--- src/rtl/efuse_access_arb_pkg.sv ---
// Shared types and helpers for the EFUSE macro-port arbiter.
// Requester indices double as owner codes so a grant can be turned into a one-hot vector directly.
package efuse_pkg;

    typedef enum logic [1:0] {OWN_AL, OWN_RD, OWN_WR, OWN_NONE} efuse_owner_e;

    typedef enum logic [1:0] {ARB_IDLE, ARB_GRANT, ARB_GUARD} efuse_arb_st_e;

    function automatic logic [2:0] owner_onehot(input efuse_owner_e owner);
        case (owner)
            OWN_AL:  return 3'b001;
            OWN_RD:  return 3'b010;
            OWN_WR:  return 3'b100;
            default: return 3'b000;
        endcase
    endfunction

endpackage

--- src/rtl/efuse_access_arb_if.sv ---
// Bundle of requester-side inputs, status outputs and macro strobes of the EFUSE arbiter.
// The arbiter sits on the slave modport; whoever drives the requests uses the master modport.
interface efuse_access_arb_if #(
    parameter int TOUT_W = 16
);
    logic [2:0]        req_i;
    logic [2:0]        done_i;
    logic [2:0]        pgmen_i;
    logic [2:0]        rden_i;
    logic [2:0]        aen_i;
    logic [23:0]       addr_i;
    logic [TOUT_W-1:0] rg_tout;
    logic              rg_tout_clr;
    logic [2:0]        gnt_o;
    logic [1:0]        owner_o;
    logic              busy_o;
    logic              tout_err_o;
    logic [1:0]        tout_owner_o;
    logic              efuse_pgmen_o;
    logic              efuse_rden_o;
    logic              efuse_aen_o;
    logic [7:0]        efuse_addr_o;

    modport slave (
        input  req_i, done_i, pgmen_i, rden_i, aen_i, addr_i, rg_tout, rg_tout_clr,
        output gnt_o, owner_o, busy_o, tout_err_o, tout_owner_o,
        output efuse_pgmen_o, efuse_rden_o, efuse_aen_o, efuse_addr_o
    );

    modport master (
        output req_i, done_i, pgmen_i, rden_i, aen_i, addr_i, rg_tout, rg_tout_clr,
        input  gnt_o, owner_o, busy_o, tout_err_o, tout_owner_o,
        input  efuse_pgmen_o, efuse_rden_o, efuse_aen_o, efuse_addr_o
    );

endinterface

--- src/rtl/efuse_access_arb_tmr.sv ---
// Single counter shared by the grant timeout (counts up, saturating) and the guard gap (counts down to 0).
// The counting mode is captured on load so the expire output never depends on the same-cycle load request.
module efuse_arb_tmr #(
    parameter int             W         = 16,
    parameter logic [W-1:0]   DOWN_INIT = '0
) (
    input  logic         clk,
    input  logic         rst_n,
    input  logic         i_load,
    input  logic         i_mode,
    input  logic [W-1:0] i_limit,
    output logic         o_expire
);

    logic [W-1:0] r_cnt;
    logic         r_mode;

    always_ff @(posedge clk or negedge rst_n) begin
        if (!rst_n) begin
            r_cnt  <= '0;
            r_mode <= 1'b0;
        end else if (i_load) begin
            r_mode <= i_mode;
            r_cnt  <= i_mode ? DOWN_INIT : '0;
        end else if (r_mode) begin
            if (r_cnt != '0)
                r_cnt <= r_cnt - W'(1);
        end else if (r_cnt != '1) begin
            r_cnt <= r_cnt + W'(1);
        end
    end

    // Up mode: a zero limit disables the timeout entirely.
    assign o_expire = r_mode ? (r_cnt == '0)
                             : ((i_limit != '0) && (r_cnt == i_limit - W'(1)));

endmodule

--- src/rtl/efuse_access_arb.sv ---
// Grants the single EFUSE macro port to autoload, SW read or SW write, one at a time, with a
// registered strobe mux, a guard gap after each release and an optional per-grant timeout.
module efuse_access_arb
    import efuse_pkg::*;
#(
    parameter int GUARD_CYC = 4,
    parameter int TOUT_W    = 16
) (
    input  logic                clk,
    input  logic                rst_n,
    efuse_access_arb_if.slave   bus
);

    efuse_arb_st_e r_state;
    efuse_arb_st_e w_next;
    efuse_owner_e  r_owner;
    efuse_owner_e  r_last_rw;
    efuse_owner_e  r_tout_owner;
    efuse_owner_e  w_winner;
    logic [2:0]    r_gnt;
    logic          r_tout_err;
    logic          r_pgmen;
    logic          r_rden;
    logic          r_aen;
    logic [7:0]    r_addr;

    logic          w_own_req;
    logic          w_own_done;
    logic          w_own_pgmen;
    logic          w_own_rden;
    logic          w_own_aen;
    logic [7:0]    w_own_addr;
    logic          w_expire;
    logic          w_tmr_load;
    logic          w_tmr_mode;
    logic          w_release;
    logic          w_tout_hit;

    always_comb begin
        w_own_req   = 1'b0;
        w_own_done  = 1'b0;
        w_own_pgmen = 1'b0;
        w_own_rden  = 1'b0;
        w_own_aen   = 1'b0;
        w_own_addr  = 8'h00;
        case (r_owner)
            OWN_AL: begin
                w_own_req   = bus.req_i[0];
                w_own_done  = bus.done_i[0];
                w_own_pgmen = bus.pgmen_i[0];
                w_own_rden  = bus.rden_i[0];
                w_own_aen   = bus.aen_i[0];
                w_own_addr  = bus.addr_i[7:0];
            end
            OWN_RD: begin
                w_own_req   = bus.req_i[1];
                w_own_done  = bus.done_i[1];
                w_own_pgmen = bus.pgmen_i[1];
                w_own_rden  = bus.rden_i[1];
                w_own_aen   = bus.aen_i[1];
                w_own_addr  = bus.addr_i[15:8];
            end
            OWN_WR: begin
                w_own_req   = bus.req_i[2];
                w_own_done  = bus.done_i[2];
                w_own_pgmen = bus.pgmen_i[2];
                w_own_rden  = bus.rden_i[2];
                w_own_aen   = bus.aen_i[2];
                w_own_addr  = bus.addr_i[23:16];
            end
            default: ;
        endcase
    end

    // Autoload always first; read and write take turns when both are waiting.
    always_comb begin
        w_winner = OWN_NONE;
        if (bus.req_i[0])
            w_winner = OWN_AL;
        else if (bus.req_i[1] && bus.req_i[2])
            w_winner = (r_last_rw == OWN_RD) ? OWN_WR : OWN_RD;
        else if (bus.req_i[1])
            w_winner = OWN_RD;
        else if (bus.req_i[2])
            w_winner = OWN_WR;
    end

    always_comb begin
        w_next     = r_state;
        w_tmr_load = 1'b0;
        w_tmr_mode = 1'b0;
        w_release  = 1'b0;
        w_tout_hit = 1'b0;
        case (r_state)
            ARB_IDLE: begin
                if (w_winner != OWN_NONE) begin
                    w_next     = ARB_GRANT;
                    w_tmr_load = 1'b1;
                end
            end
            ARB_GRANT: begin
                w_release  = w_own_done || !w_own_req || w_expire;
                w_tout_hit = w_expire && !w_own_done;
                if (w_release) begin
                    w_next     = ARB_GUARD;
                    w_tmr_load = 1'b1;
                    w_tmr_mode = 1'b1;
                end
            end
            ARB_GUARD: begin
                if (w_expire)
                    w_next = ARB_IDLE;
            end
            default: w_next = ARB_IDLE;
        endcase
    end

    always_ff @(posedge clk or negedge rst_n) begin
        if (!rst_n)
            r_state <= ARB_IDLE;
        else
            r_state <= w_next;
    end

    always_ff @(posedge clk or negedge rst_n) begin
        if (!rst_n) begin
            r_owner   <= OWN_NONE;
            r_gnt     <= 3'b000;
            r_last_rw <= OWN_WR;
        end else if (r_state == ARB_IDLE && w_next == ARB_GRANT) begin
            r_owner <= w_winner;
            r_gnt   <= owner_onehot(w_winner);
            if (w_winner != OWN_AL)
                r_last_rw <= w_winner;
        end else if (w_release) begin
            r_owner <= OWN_NONE;
            r_gnt   <= 3'b000;
        end
    end

    // Strobes are zero on the grant edge, the release edge and throughout guard/idle.
    always_ff @(posedge clk or negedge rst_n) begin
        if (!rst_n) begin
            r_pgmen <= 1'b0;
            r_rden  <= 1'b0;
            r_aen   <= 1'b0;
            r_addr  <= 8'h00;
        end else if (r_state == ARB_GRANT && !w_release) begin
            r_pgmen <= (r_owner == OWN_WR) && w_own_pgmen;
            r_rden  <= w_own_rden;
            r_aen   <= w_own_aen;
            r_addr  <= w_own_addr;
        end else begin
            r_pgmen <= 1'b0;
            r_rden  <= 1'b0;
            r_aen   <= 1'b0;
            r_addr  <= 8'h00;
        end
    end

    always_ff @(posedge clk or negedge rst_n) begin
        if (!rst_n) begin
            r_tout_err   <= 1'b0;
            r_tout_owner <= OWN_AL;
        end else if (w_tout_hit) begin
            r_tout_err   <= 1'b1;
            r_tout_owner <= r_owner;
        end else if (bus.rg_tout_clr) begin
            r_tout_err <= 1'b0;
        end
    end

    efuse_arb_tmr #(
        .W         (TOUT_W),
        .DOWN_INIT (TOUT_W'(GUARD_CYC - 1))
    ) u_tmr (
        .clk      (clk),
        .rst_n    (rst_n),
        .i_load   (w_tmr_load),
        .i_mode   (w_tmr_mode),
        .i_limit  (bus.rg_tout),
        .o_expire (w_expire)
    );

    assign bus.gnt_o         = r_gnt;
    assign bus.owner_o       = r_owner;
    assign bus.busy_o        = (r_state != ARB_IDLE);
    assign bus.tout_err_o    = r_tout_err;
    assign bus.tout_owner_o  = r_tout_owner;
    assign bus.efuse_pgmen_o = r_pgmen;
    assign bus.efuse_rden_o  = r_rden;
    assign bus.efuse_aen_o   = r_aen;
    assign bus.efuse_addr_o  = r_addr;

endmodule
--- src/flat_wrapper.sv ---
// flat-port wrapper written by rule: the top's interface ports become plain ports
module efuse_access_arb_flat import efuse_pkg::*;
#(
    parameter int GUARD_CYC = 4,
    parameter int TOUT_W    = 16
)
  (clk, rst_n, bus_req_i, bus_done_i, bus_pgmen_i, bus_rden_i, bus_aen_i, bus_addr_i, bus_rg_tout, bus_rg_tout_clr, bus_gnt_o, bus_owner_o, bus_busy_o, bus_tout_err_o, bus_tout_owner_o, bus_efuse_pgmen_o, bus_efuse_rden_o, bus_efuse_aen_o, bus_efuse_addr_o);
  efuse_access_arb_if #(.TOUT_W(TOUT_W)) bus_i ();
  input  logic clk;
  input  logic rst_n;
  input wire logic [$bits(bus_i.req_i)-1:0] bus_req_i;
  input wire logic [$bits(bus_i.done_i)-1:0] bus_done_i;
  input wire logic [$bits(bus_i.pgmen_i)-1:0] bus_pgmen_i;
  input wire logic [$bits(bus_i.rden_i)-1:0] bus_rden_i;
  input wire logic [$bits(bus_i.aen_i)-1:0] bus_aen_i;
  input wire logic [$bits(bus_i.addr_i)-1:0] bus_addr_i;
  input wire logic [$bits(bus_i.rg_tout)-1:0] bus_rg_tout;
  input wire logic [$bits(bus_i.rg_tout_clr)-1:0] bus_rg_tout_clr;
  output wire logic [$bits(bus_i.gnt_o)-1:0] bus_gnt_o;
  output wire logic [$bits(bus_i.owner_o)-1:0] bus_owner_o;
  output wire logic [$bits(bus_i.busy_o)-1:0] bus_busy_o;
  output wire logic [$bits(bus_i.tout_err_o)-1:0] bus_tout_err_o;
  output wire logic [$bits(bus_i.tout_owner_o)-1:0] bus_tout_owner_o;
  output wire logic [$bits(bus_i.efuse_pgmen_o)-1:0] bus_efuse_pgmen_o;
  output wire logic [$bits(bus_i.efuse_rden_o)-1:0] bus_efuse_rden_o;
  output wire logic [$bits(bus_i.efuse_aen_o)-1:0] bus_efuse_aen_o;
  output wire logic [$bits(bus_i.efuse_addr_o)-1:0] bus_efuse_addr_o;
  assign bus_i.req_i = bus_req_i;
  assign bus_i.done_i = bus_done_i;
  assign bus_i.pgmen_i = bus_pgmen_i;
  assign bus_i.rden_i = bus_rden_i;
  assign bus_i.aen_i = bus_aen_i;
  assign bus_i.addr_i = bus_addr_i;
  assign bus_i.rg_tout = bus_rg_tout;
  assign bus_i.rg_tout_clr = bus_rg_tout_clr;
  assign bus_gnt_o = bus_i.gnt_o;
  assign bus_owner_o = bus_i.owner_o;
  assign bus_busy_o = bus_i.busy_o;
  assign bus_tout_err_o = bus_i.tout_err_o;
  assign bus_tout_owner_o = bus_i.tout_owner_o;
  assign bus_efuse_pgmen_o = bus_i.efuse_pgmen_o;
  assign bus_efuse_rden_o = bus_i.efuse_rden_o;
  assign bus_efuse_aen_o = bus_i.efuse_aen_o;
  assign bus_efuse_addr_o = bus_i.efuse_addr_o;
  efuse_access_arb #(.GUARD_CYC(GUARD_CYC), .TOUT_W(TOUT_W)) u_core (.clk(clk), .rst_n(rst_n), .bus(bus_i));
endmodule
--- config.mk ---
export PLATFORM = sky130hd
export DESIGN_NAME = efuse_access_arb_flat
export DESIGN_NICKNAME = d
export VERILOG_FILES = /design/src/rtl/efuse_access_arb_pkg.sv /design/src/rtl/efuse_access_arb_if.sv /design/src/rtl/efuse_access_arb_tmr.sv /design/src/rtl/efuse_access_arb.sv /design/src/flat_wrapper.sv
export SDC_FILE = /design/constraint.sdc
export NUM_CORES = 1
export LEC_CHECK = 0
export ABC_AREA = 0
export CAP_MARGIN = 30
export CELL_PAD_IN_SITES_DETAIL_PLACEMENT = 2
export CELL_PAD_IN_SITES_GLOBAL_PLACEMENT = 2
export CORE_ASPECT_RATIO = 1.25
export CORE_MARGIN = 3
export CORE_UTILIZATION = 30
export DETAILED_ROUTE_END_ITERATION = 8
export DONT_BUFFER_PORTS = 1
export PLACE_DENSITY = 0.63
export SLEW_MARGIN = 10
export SYNTH_ARGS = -nofsm -noshare
export SYNTH_HDL_FRONTEND = slang
export SYNTH_SLANG_ARGS = --single-unit
--- constraint.sdc ---
create_clock -name clk -period 7.1 [get_ports clk]
set_clock_uncertainty 0.2 [all_clocks]
set_input_delay 1.42 -clock clk [delete_from_list [all_inputs] [get_ports clk]]
set_output_delay 1.42 -clock clk [all_outputs]
set_load 0.005 [all_outputs]
==> results of run 1 <==
[how the worst max path moves through the flow]
stage / startpoint / slack (ns) / end / depth (start not counted)
6_report: bus_rg_tout[0] / 3.27 / u_core.u_tmr.r_cnt[4] / 10
5_1_grt: bus_rg_tout[0] / 3.01 / u_core.u_tmr.r_cnt[10] / 10
4_1_cts: bus_rg_tout[0] / 3.23 / u_core.u_tmr.r_cnt[4] / 10
3_5_place_dp: bus_rg_tout[0] / 2.94 / u_core.u_tmr.r_cnt[4] / 10
3_3_place_gp: bus_rg_tout[0] / 3.03 / u_core.u_tmr.r_cnt[4] / 10
2_1_floorplan: bus_rg_tout[2] / 3.50 / u_core.u_tmr.r_cnt[7] / 10
[cells by family after synthesis]
family	after synthesis
compound gates	86
xor+xnor	33
flops	40
mux	16
simple gates	143
buf+inv	23
fa+ha+maj	17
[state kept, by name, summed over array words and instances (netlist names)]
signal                    cells
u_core.bus.efuse_aen_o        1
u_core.bus.tout_err_o         1
u_core.bus.tout_owner_o       2
u_core.u_tmr.r_cnt           16
u_core.bus.owner_o            2
u_core.bus.gnt_o              3
u_core.u_tmr.r_mode           1
u_core.r_state                2
u_core.r_last_rw              2
u_core.bus.efuse_rden_o       1
u_core.bus.efuse_pgmen_o      1
u_core.bus.efuse_addr_o       8
[placed cells by master (no fill, tap or decap), drive strengths merged, types with 4 or more instances in the layout]
cell and n:
nor2b 11, xor2 16, inv 16, nor4 7, a21oi 23, ha 16, nor2 42, dfrtp 37
and3 6, or3 5, nor3 16, xnor2 16, clkbuf 5, o211ai 6, nand2b 5, nand4 7
o21ai 24, nand3 10, a21o 4, nand2 23, mux2i 14
[metal layers]
layer,wire length [um],GRT usage,up-vias
li1,-,-,1299
met1,3639,0.1795,1342
met2,5031,0.3015,50
met3,340,0.03116,7
met4,70,0.03117,0
met5,0,0,-
[per-stage QoR]
stage | instances | hold slack, ns | area [um2]
after global routing | 489 | 0.3397 | 3456
after floorplan | 358 | 0.2650 | 3154
after global placement | 481 | 0.3034 | 3284
final | 489 | 0.3193 | 3456
after detailed placement | 481 | 0.3041 | 3284
after CTS | 489 | 0.3179 | 3456
[area by class of cell]
class	count	area, um2	area share
multi-input cells	295	2047	0.5923
flip-flops and latches	40	1005	0.2907
well taps	129	161.4	0.04671
clock buffers	5	125.1	0.03621
inverters	15	56.30	0.01629
clock inverters	3	46.29	0.01340
repair buffers	2	15.01	0.004345
[power by group through the flow]
stage               Sequential, W  Clock (W)  Combinational [W]
floorplan                0.000387          0           0.000762
global placement         0.000465          0           0.000870
detailed placement       0.000469          0           0.000899
CTS                      0.000465   0.000277           0.000907
global route             0.000476   0.000286            0.00102
finish                   0.000457   0.000267           0.000887
==> impl_metrics.json, run 1 <==
{
  "status": "completed",
  "synth_xor_area_frac": 0.09599,
  "power_density_nw_per_um2": 466.3,
  "slew_viol_final": 0,
  "grtUsageTotal": 0.1572,
  "synth.yosys.seq_area_share": 0.3185,
  "async_flop_share": 1.000,
  "cts_sinks": 40,
  "cpPeakStageDelay_ns": 0.37,
  "areaGrowthSynthToFinish_pct": 9.560,
  "intPower_w": 0.0008807,
  "r2r_slack_ns": 3.87,
  "synthAdderAreaFrac": 0.06981,
  "p_leak_nw": 1.515,
  "power_w": 0.001611,
  "synth.area.mux_share": 0.05157,
  "syn_nets": 433,
  "fin_crit_sh": 0.5398,
  "cts_root_buf": "clkbuf_16",
  "synth_compound_area_frac": 0.1868,
  "min_to": "u_core.bus.gnt_o[1]",
  "tightest_slew_ns": 0.8354,
  "reg2reg_depth": 10,
  "r2r_end": "u_core.u_tmr.r_cnt[10]",
  "grt_pass1_vias": 2792,
  "fin_tns_setup_ns": 0,
  "r2r-start": "u_core.u_tmr.r_mode",
  "synthSimpleGateAreaFrac": 0.2447,
  "synth_top_family_by_area": "simple AND/OR/NAND/NOR gates",
  "hold_viol": 0,
  "power_frac_comb": 0.551,
  "rsz0062_at_grt": "false",
  "drtAntennaViolNets": 0,
  "first_pass_iters": 4,
  "io_pins": 78,
  "wl_per_cell_um": 18.57,
  "critPathSlowestCell": "nor2b_1",
  "via_count": 2698,
  "fin_ws_ns": 3.267,
  "ys_seq_elements": 40,
  "synth_flop_cell": "dfrtp_1",
  "die_area_um2": 11790,
  "synth_top_cell_by_area": "dfrtp_1",
  "totalWireLength_mm": 9.082,
  "die_h_um": 120.6,
  "drt-initial-drc-count": 46,
  "globalRouteOverflowTotal": 0,
  "n_fill_cell": 1131,
  "critPathTopFamily": "compound AO/OA/AOI/OAI gates",
  "cts_made_buffers": 5,
  "yosysUniqueCellTypes": 60,
  "p_sw_w": 0.0007306,
  "avgSynthCellArea_um2": 8.811,
  "syn_area_um2": 3154,
  "antenna_found_initial": 0,
  "cts.reportedPaths.clkPinSlew_ns": 0.06,
  "synth_top_area_share": 0.2935,
  "crit_type": "in2reg",
  "timing.fmax_mhz": 260.9,
  "worstSetupStartpointType": "input port",
  "synth_warnings": 0,
  "setup_viol": 0,
  "cap_violations": 0,
  "syn_inst": 358,
  "postCtsSetupBuffers": 0,
  "ir_drop_mv": 0.1503,
  "clock_path_buffers": 2,
  "yosysMostFrequentCell": "nor2_1",
  "hold_class": "reg2reg",
  "drive_gt1_frac": 0.09167,
  "power.share.clock": 0.166,
  "swShare": 0.4534,
  "utilization": 0.3402,
  "critPathRequiredTime_ns": 7.10,
  "arrival_ns": 3.83,
  "place_hpwl_mm": 7.212,
  "period_minus_slack_ns": 3.833,
  "drc": 0,
  "max_slew_margin": 0.4431,
  "path_buf_inv": 1,
  "grt_pass1_wl_mm": 14.90,
  "hp-start": "u_core.bus.gnt_o[1]",
  "dieWidth_um": 97.72,
  "diodes": 0,
  "num_rows": 41,
  "synth_edf_count": 0,
  "cts-resized-gates": 0,
  "power_frac_seq": 0.283,
  "htreeDepth": 2,
  "initial_core_util": 0.3105,
  "path_cells": "inv_1, ha_1, nor2b_1, nand3b_1, mux2i_1, o21ai_1, a41o_1, o21ai_4, nand4_4, o31ai_1",
  "synthTopCellsByArea": "dfrtp_1 29%, ha_1 6.3%, nor2_1 5.0%, mux2i_1 4.4%, xnor2_1 4.4%",
  "cts_tree": "yes",
  "gp_congestion": 0.7762,
  "end_kind": "flop",
  "clock_latency_ns": 0.29,
  "via_per_inst": 5.517,
  "io_buffers": 0,
  "layout.nets": 434,
  "pre_cts_ws_ns": 2.945,
  "core-area_um2": 10160,
  "hold_depth": 1,
  "hold_buffers": 0,
  "grt_max_degree": 41,
  "synth_commonest_cells": "42 x nor2_1, 37 x dfrtp_1, 23 x a21oi_1, 23 x nand2_1",
  "critPathMaxFanout": 14
}
No activity file was read; power rests on OpenSTA's default activity.
==> inputs of run 2 (changes only) <==
--- a/config.mk
+++ b/config.mk
@@ -14,7 +14,7 @@
 export CORE_UTILIZATION = 30
 export DETAILED_ROUTE_END_ITERATION = 8
 export DONT_BUFFER_PORTS = 1
-export PLACE_DENSITY = 0.63
+export PLACE_DENSITY = 0.65
 export SLEW_MARGIN = 10
 export SYNTH_ARGS = -nofsm -noshare
 export SYNTH_HDL_FRONTEND = slang
==> constraint.sdc (replaced) <==
create_clock -name clk -period 3.2 [get_ports clk]
set_clock_uncertainty 0.2 [all_clocks]
set_input_delay 0.64 -clock clk [delete_from_list [all_inputs] [get_ports clk]]
set_output_delay 0.64 -clock clk [all_outputs]
set_load 0.005 [all_outputs]
==> run 2 against run 1 <==
Against the previous run:
- sequential share of layout area shrank 0.92 points
- sequential cell count is the same
- largest power group unchanged
- critical path type unchanged
- critical endpoint is now u_core.u_tmr.r_cnt[3]
- via count grew 3.0%
- global-route usage grew 0.86 points
- sequential power grew 110%
==> impl_metrics.json, run 2 (same netlist as run 1, synthesis figures left out) <==
{
  "globalRouteOverflowTotal": 0,
  "diodes": 0,
  "clock_path_buffers": 2,
  "cap_violations": 0,
  "die_area_um2": 11790,
  "cts_made_buffers": 5,
  "multi_input_area_um2": 2047,
  "grt_pass1_vias": 3082,
  "rsz0062_at_grt": "false",
  "period_minus_slack_ns": 2.857,
  "via_count": 2779,
  "ir_drop_mv": 0.4104,
  "mostFrequentLayoutCells": "42 x nor2_1, 37 x dfrtp_1, 23 x a21oi_1, 23 x nand2_1",
  "timing.fmax_mhz": 350.0,
  "layout.nets": 446,
  "antenna_found_initial": 0,
  "cts-resized-gates": 0,
  "grtUsageTotal": 0.1658,
  "power_frac_seq": 0.256,
  "p_sw_w": 0.001660,
  "pre_cts_ws_ns": 0.01298,
  "num_rows": 41,
  "finalInstanceArea_um2": 3568,
  "critPathRequiredTime_ns": 3.16,
  "io_buffers": 0,
  "clock_latency_ns": 0.29,
  "drt-initial-drc-count": 66,
  "cts_tree": "yes",
  "intPower_w": 0.002003,
  "fin_crit_sh": 0.8928,
  "arrival_ns": 2.82,
  "totalWireLength_mm": 9.460,
  "dieWidth_um": 97.72,
  "cts.reportedPaths.clkPinSlew_ns": 0.07,
  "htreeDepth": 2,
  "gp_congestion": 0.7898,
  "drc": 0,
  "cts_root_buf": "clkbuf_16",
  "core-area_um2": 10160,
  "worstSetupStartpointType": "input port",
  "final_common_cell": "nor2_1",
  "placed_area_um2": 3359,
  "power_frac_comb": 0.580,
  "status": "completed",
  "setup.worst_path.start": "bus_rg_tout[0]",
  "n_fill_cell": 1162,
  "fin_tns_setup_ns": 0,
  "critPathSlowestCell": "nor2b_1",
  "drive_gt1_frac": 0.1183,
  "max_slew_margin": 0.6592,
  "hold_viol": 0,
  "cts_sinks": 40,
  "hold_class": "in2reg",
  "p_leak_nw": 1.581,
  "swShare": 0.4531,
  "areaGrowthSynthToFinish_pct": 13.13,
  "path_cells": "inv_1, ha_1, nor2b_1, and3_1, a22oi_1, nor4_1, a41o_1, o21ai_4, buf_4, nand3_4, o21ai_0",
  "io_pins": 78,
  "grt_pass1_wl_mm": 15.74,
  "end_kind": "flop",
  "power.share.clock": 0.164,
  "r2r-start": "u_core.u_tmr.r_mode",
  "seq_area_um2": 1005,
  "drtAntennaViolNets": 0,
  "top_register": "u_core.u_tmr.r_cnt",
  "critPathMaxFanout": 14,
  "wl_per_cell_um": 18.88,
  "grt_max_degree": 41,
  "place_hpwl_mm": 7.447,
  "crit_type": "in2reg",
  "tightest_slew_ns": 0.5069,
  "hp-start": "bus_req_i[1]",
  "initial_core_util": 0.3105,
  "die_h_um": 120.6,
  "fin_ws_ns": 0.3429,
  "setup_viol": 0,
  "first_pass_iters": 3,
  "largest_reg_flops": 16,
  "slew_viol_final": 0,
  "r2r_slack_ns": 0.37,
  "cpPeakStageDelay_ns": 0.36,
  "power_density_nw_per_um2": 1026,
  "via_per_inst": 5.547
}
[run 2: cell type report]
cell class	instances	area share
Inverter	15	0.01578
Clock buffer	5	0.03506
Clock inverter	3	0.01297
Multi-Input combinational cell	295	0.5736
Sequential cell	40	0.2816
Tap cell	129	0.04523
Timing Repair Buffer	14	0.03576
[run 2: worst max-delay path: cells and delay by family]
family	cells	cell delay, ns
adders and majority gates	1	0.17
buffers and inverters	2	0.25
AOI/OAI and AO/OA	4	0.63
and+or+nand+nor	4	1.11
[run 2: power by group through the flow]
| stage | sequential [W] | combinational [W] | clock [W] |
|---|---|---|---|
| final | 0.000937 | 0.00213 | 0.000600 |
| after global routing | 0.000974 | 0.00243 | 0.000638 |
| after CTS | 0.000946 | 0.00216 | 0.000618 |
| after detailed placement | 0.000954 | 0.00212 | 0 |
| after global placement | 0.000947 | 0.00204 | 0 |
| after floorplan | 0.000859 | 0.00169 | 0 |
[run 2: final timing paths]
kind / end / cells after the start
max in group asynchronous: u_core.bus.owner_o[0] / 2
worst min-delay path: u_core.r_last_rw[1] / 1
worst max-delay path: u_core.u_tmr.r_cnt[3] / 11
min in group asynchronous: u_core.u_tmr.r_cnt[0] / 2
worst min register to register: u_core.bus.owner_o[1] / 2
worst max register to register: u_core.u_tmr.r_cnt[10] / 10
[run 2: timing repair]
item                      CTS  global route
hold buffers                2             0
buffers inserted            0             0
hold endpoints to repair   40             0
[run 2: per-layer routing]
metal | track usage | vias to the layer above | wire [um]
met2 | 0.3199 | 47 | 5239
met5 | 0 | - | 0
met4 | 0.03463 | 0 | 91
li1 | - | 1320 | -
met3 | 0.03578 | 9 | 355
met1 | 0.1853 | 1403 | 3773
[run 2: metrics by stage]
| step | std cells | total power [W] | hold slack [ns] | util |
|---|---|---|---|---|
| finish | 501 | 0.003663 | 0.1995 | 0.3513 |
| global route | 501 | 0.004042 | 0.2045 | 0.3513 |
| CTS | 501 | 0.003727 | 0.1945 | 0.3513 |
| detailed placement | 491 | 0.003073 | 0.1454 | 0.3307 |
| global placement | 491 | 0.002989 | 0.1455 | 0.3307 |
| floorplan | 358 | 0.002549 | 0.1444 | - |
==> inputs of run 3 (changes only) <==
--- a/config.mk
+++ b/config.mk
@@ -15,6 +15,7 @@
 export DETAILED_ROUTE_END_ITERATION = 8
 export DONT_BUFFER_PORTS = 1
 export PLACE_DENSITY = 0.65
+export RECOVER_POWER = 25
 export SLEW_MARGIN = 10
 export SYNTH_ARGS = -nofsm -noshare
 export SYNTH_HDL_FRONTEND = slang
==> run 3 against run 2 <==
Against the previous run:
- maximum frequency hardly changed
- register-to-register slack hardly changed
- global-route usage stayed put
- sequential power hardly changed
- largest cell class unchanged
==> impl_metrics.json, run 3 (same netlist as run 1, synthesis figures left out) <==
{
  "power_frac_comb": 0.580,
  "fin_tns_setup_ns": 0,
  "ir_drop_mv": 0.4104,
  "p_leak_nw": 1.572,
  "critPathMaxFanout": 14,
  "htreeDepth": 2,
  "diodes": 0,
  "drive_gt1_frac": 0.1183,
  "finalInstanceArea_um2": 3546,
  "first_pass_iters": 3,
  "postCtsSetupBuffers": 0,
  "cap_violations": 0,
  "gp_congestion": 0.7898,
  "io_buffers": 0,
  "intPower_w": 0.002000,
  "largest_reg_flops": 16,
  "clock_latency_ns": 0.29,
  "placed_area_um2": 3359,
  "critPathSlowestCell": "nor2b_1",
  "hold_ws_ns": 0.1997,
  "hold_viol": 0,
  "critPathTopFamily": "simple AND/OR/NAND/NOR gates",
  "arrival_ns": 2.82,
  "areaGrowthSynthToFinish_pct": 12.42,
  "fin_ws_ns": 0.3429,
  "antenna_found_initial": 0,
  "cts_tree": "yes",
  "grt_pass1_vias": 3082,
  "cpPeakStageDelay_ns": 0.36,
  "via_per_inst": 5.549,
  "cts.reportedPaths.clkPinSlew_ns": 0.07,
  "seq_area_um2": 1005,
  "hold_class": "in2reg",
  "core-area_um2": 10160,
  "totalWireLength_mm": 9.462,
  "globalRouteOverflowTotal": 0,
  "grt_max_degree": 41,
  "die_h_um": 120.6,
  "p_sw_w": 0.001659,
  "max_slew_margin": 0.2705,
  "place_hpwl_mm": 7.447,
  "top_register": "u_core.u_tmr.r_cnt",
  "num_rows": 41,
  "critPathRequiredTime_ns": 3.16,
  "end_kind": "flop",
  "final_common_cell": "nor2_1",
  "n_fill_cell": 1165,
  "tightest_slew_ns": 1.094,
  "grt_pass1_wl_mm": 15.74,
  "cts_root_buf": "clkbuf_16",
  "power_density_nw_per_um2": 1032,
  "path_cells": "inv_1, ha_1, nor2b_1, and3_1, a22oi_1, nor4_1, a41o_1, o21ai_4, buf_4, nand3_4, o21ai_0",
  "timing.fmax_mhz": 350.0,
  "multi_input_area_um2": 2047,
  "path_buf_inv": 2,
  "dieWidth_um": 97.72,
  "crit_type": "in2reg",
  "cts_made_buffers": 5,
  "die_area_um2": 11790,
  "rsz0062_at_grt": "false",
  "drt-initial-drc-count": 64,
  "wl_per_cell_um": 18.89,
  "period_minus_slack_ns": 2.857,
  "fin_crit_sh": 0.8928,
  "slew_viol_final": 0,
  "io_pins": 78,
  "initial_core_util": 0.3105,
  "layout.nets": 446,
  "mostFrequentLayoutCells": "42 x nor2_1, 37 x dfrtp_1, 23 x a21oi_1, 23 x nand2_1",
  "swShare": 0.4533,
  "hold_buffers": 2,
  "grtUsageTotal": 0.1658,
  "via_count": 2780,
  "power.share.clock": 0.164,
  "setup_viol": 0,
  "drc": 0,
  "power_frac_seq": 0.256,
  "pre_cts_ws_ns": 0.01298,
  "drtAntennaViolNets": 0,
  "worstSetupStartpointType": "input port",
  "cts-resized-gates": 0,
  "cts_sinks": 40,
  "clock_path_buffers": 2,
  "status": "completed"
}
-- run 3: changes by cell type in the layout (fill, tap and decap cells not counted), sizes merged --
cell    delta
buf        -1
clkbuf     +1
-- run 3: power groups by stage --
stage	clock network [W]	logic, W	registers [W]
global route	0.000638	0.00243	0.000974
floorplan	0	0.00169	0.000859
finish	0.000600	0.00212	0.000937
detailed placement	0	0.00212	0.000954
CTS	0.000618	0.00216	0.000946
global placement	0	0.00204	0.000947
-- run 3: stage by stage --
step | std cells | utilization | power [W]
floorplan | 358 | - | 0.002549
global placement | 491 | 0.3307 | 0.002989
detailed placement | 491 | 0.3307 | 0.003073
CTS | 501 | 0.3513 | 0.003727
global route | 501 | 0.3491 | 0.004038
finish | 501 | 0.3491 | 0.003659
-- run 3: path summary, 6_finish.rpt --
kind,startpoint,to,slack (ns),depth (start not counted)
setup reg to reg,u_core.u_tmr.r_mode,u_core.u_tmr.r_cnt[10],0.37,10
hold / removal,bus_req_i[1],u_core.r_last_rw[1],0.20,1
hold reg to reg,u_core.bus.owner_o[1],u_core.bus.owner_o[1],0.30,2
max in group asynchronous,rst_n,u_core.bus.efuse_aen_o,1.23,2
min in group asynchronous,rst_n,u_core.u_tmr.r_cnt[0],0.91,2
setup / recovery,bus_rg_tout[0],u_core.u_tmr.r_cnt[3],0.34,11
-- run 3: layer usage --
| metal | vias to the layer above | share of wire | track usage |
|---|---|---|---|
| li1 | 1320 | - | - |
| met1 | 1404 | 0.40 | 0.1853 |
| met2 | 47 | 0.55 | 0.3199 |
| met3 | 9 | 0.038 | 0.03578 |
| met4 | 0 | 0.0096 | 0.03463 |
| met5 | - | 0 | 0 |
-- run 3: layout make-up --
class / count / share of cell area
clock buffer: 5 / 0.03529
timing repair buffer: 14 / 0.02964
multi-input combinational: 295 / 0.5773
tap: 129 / 0.04552
sequential: 40 / 0.2833
inverter: 15 / 0.01588
clock inverter: 3 / 0.01306
-- run 3: worst register-to-register path: stages, from the launching register on --
cell	delay [ns]
dfrtp_1	0.48
buf_4	0.22
ha_1	0.34
nor2b_1	0.17
o31a_1	0.28
o211ai_1	0.21
a21boi_0	0.16
o21ai_0	0.18
a21boi_0	0.14
o21a_1	0.19
o31ai_1	0.18
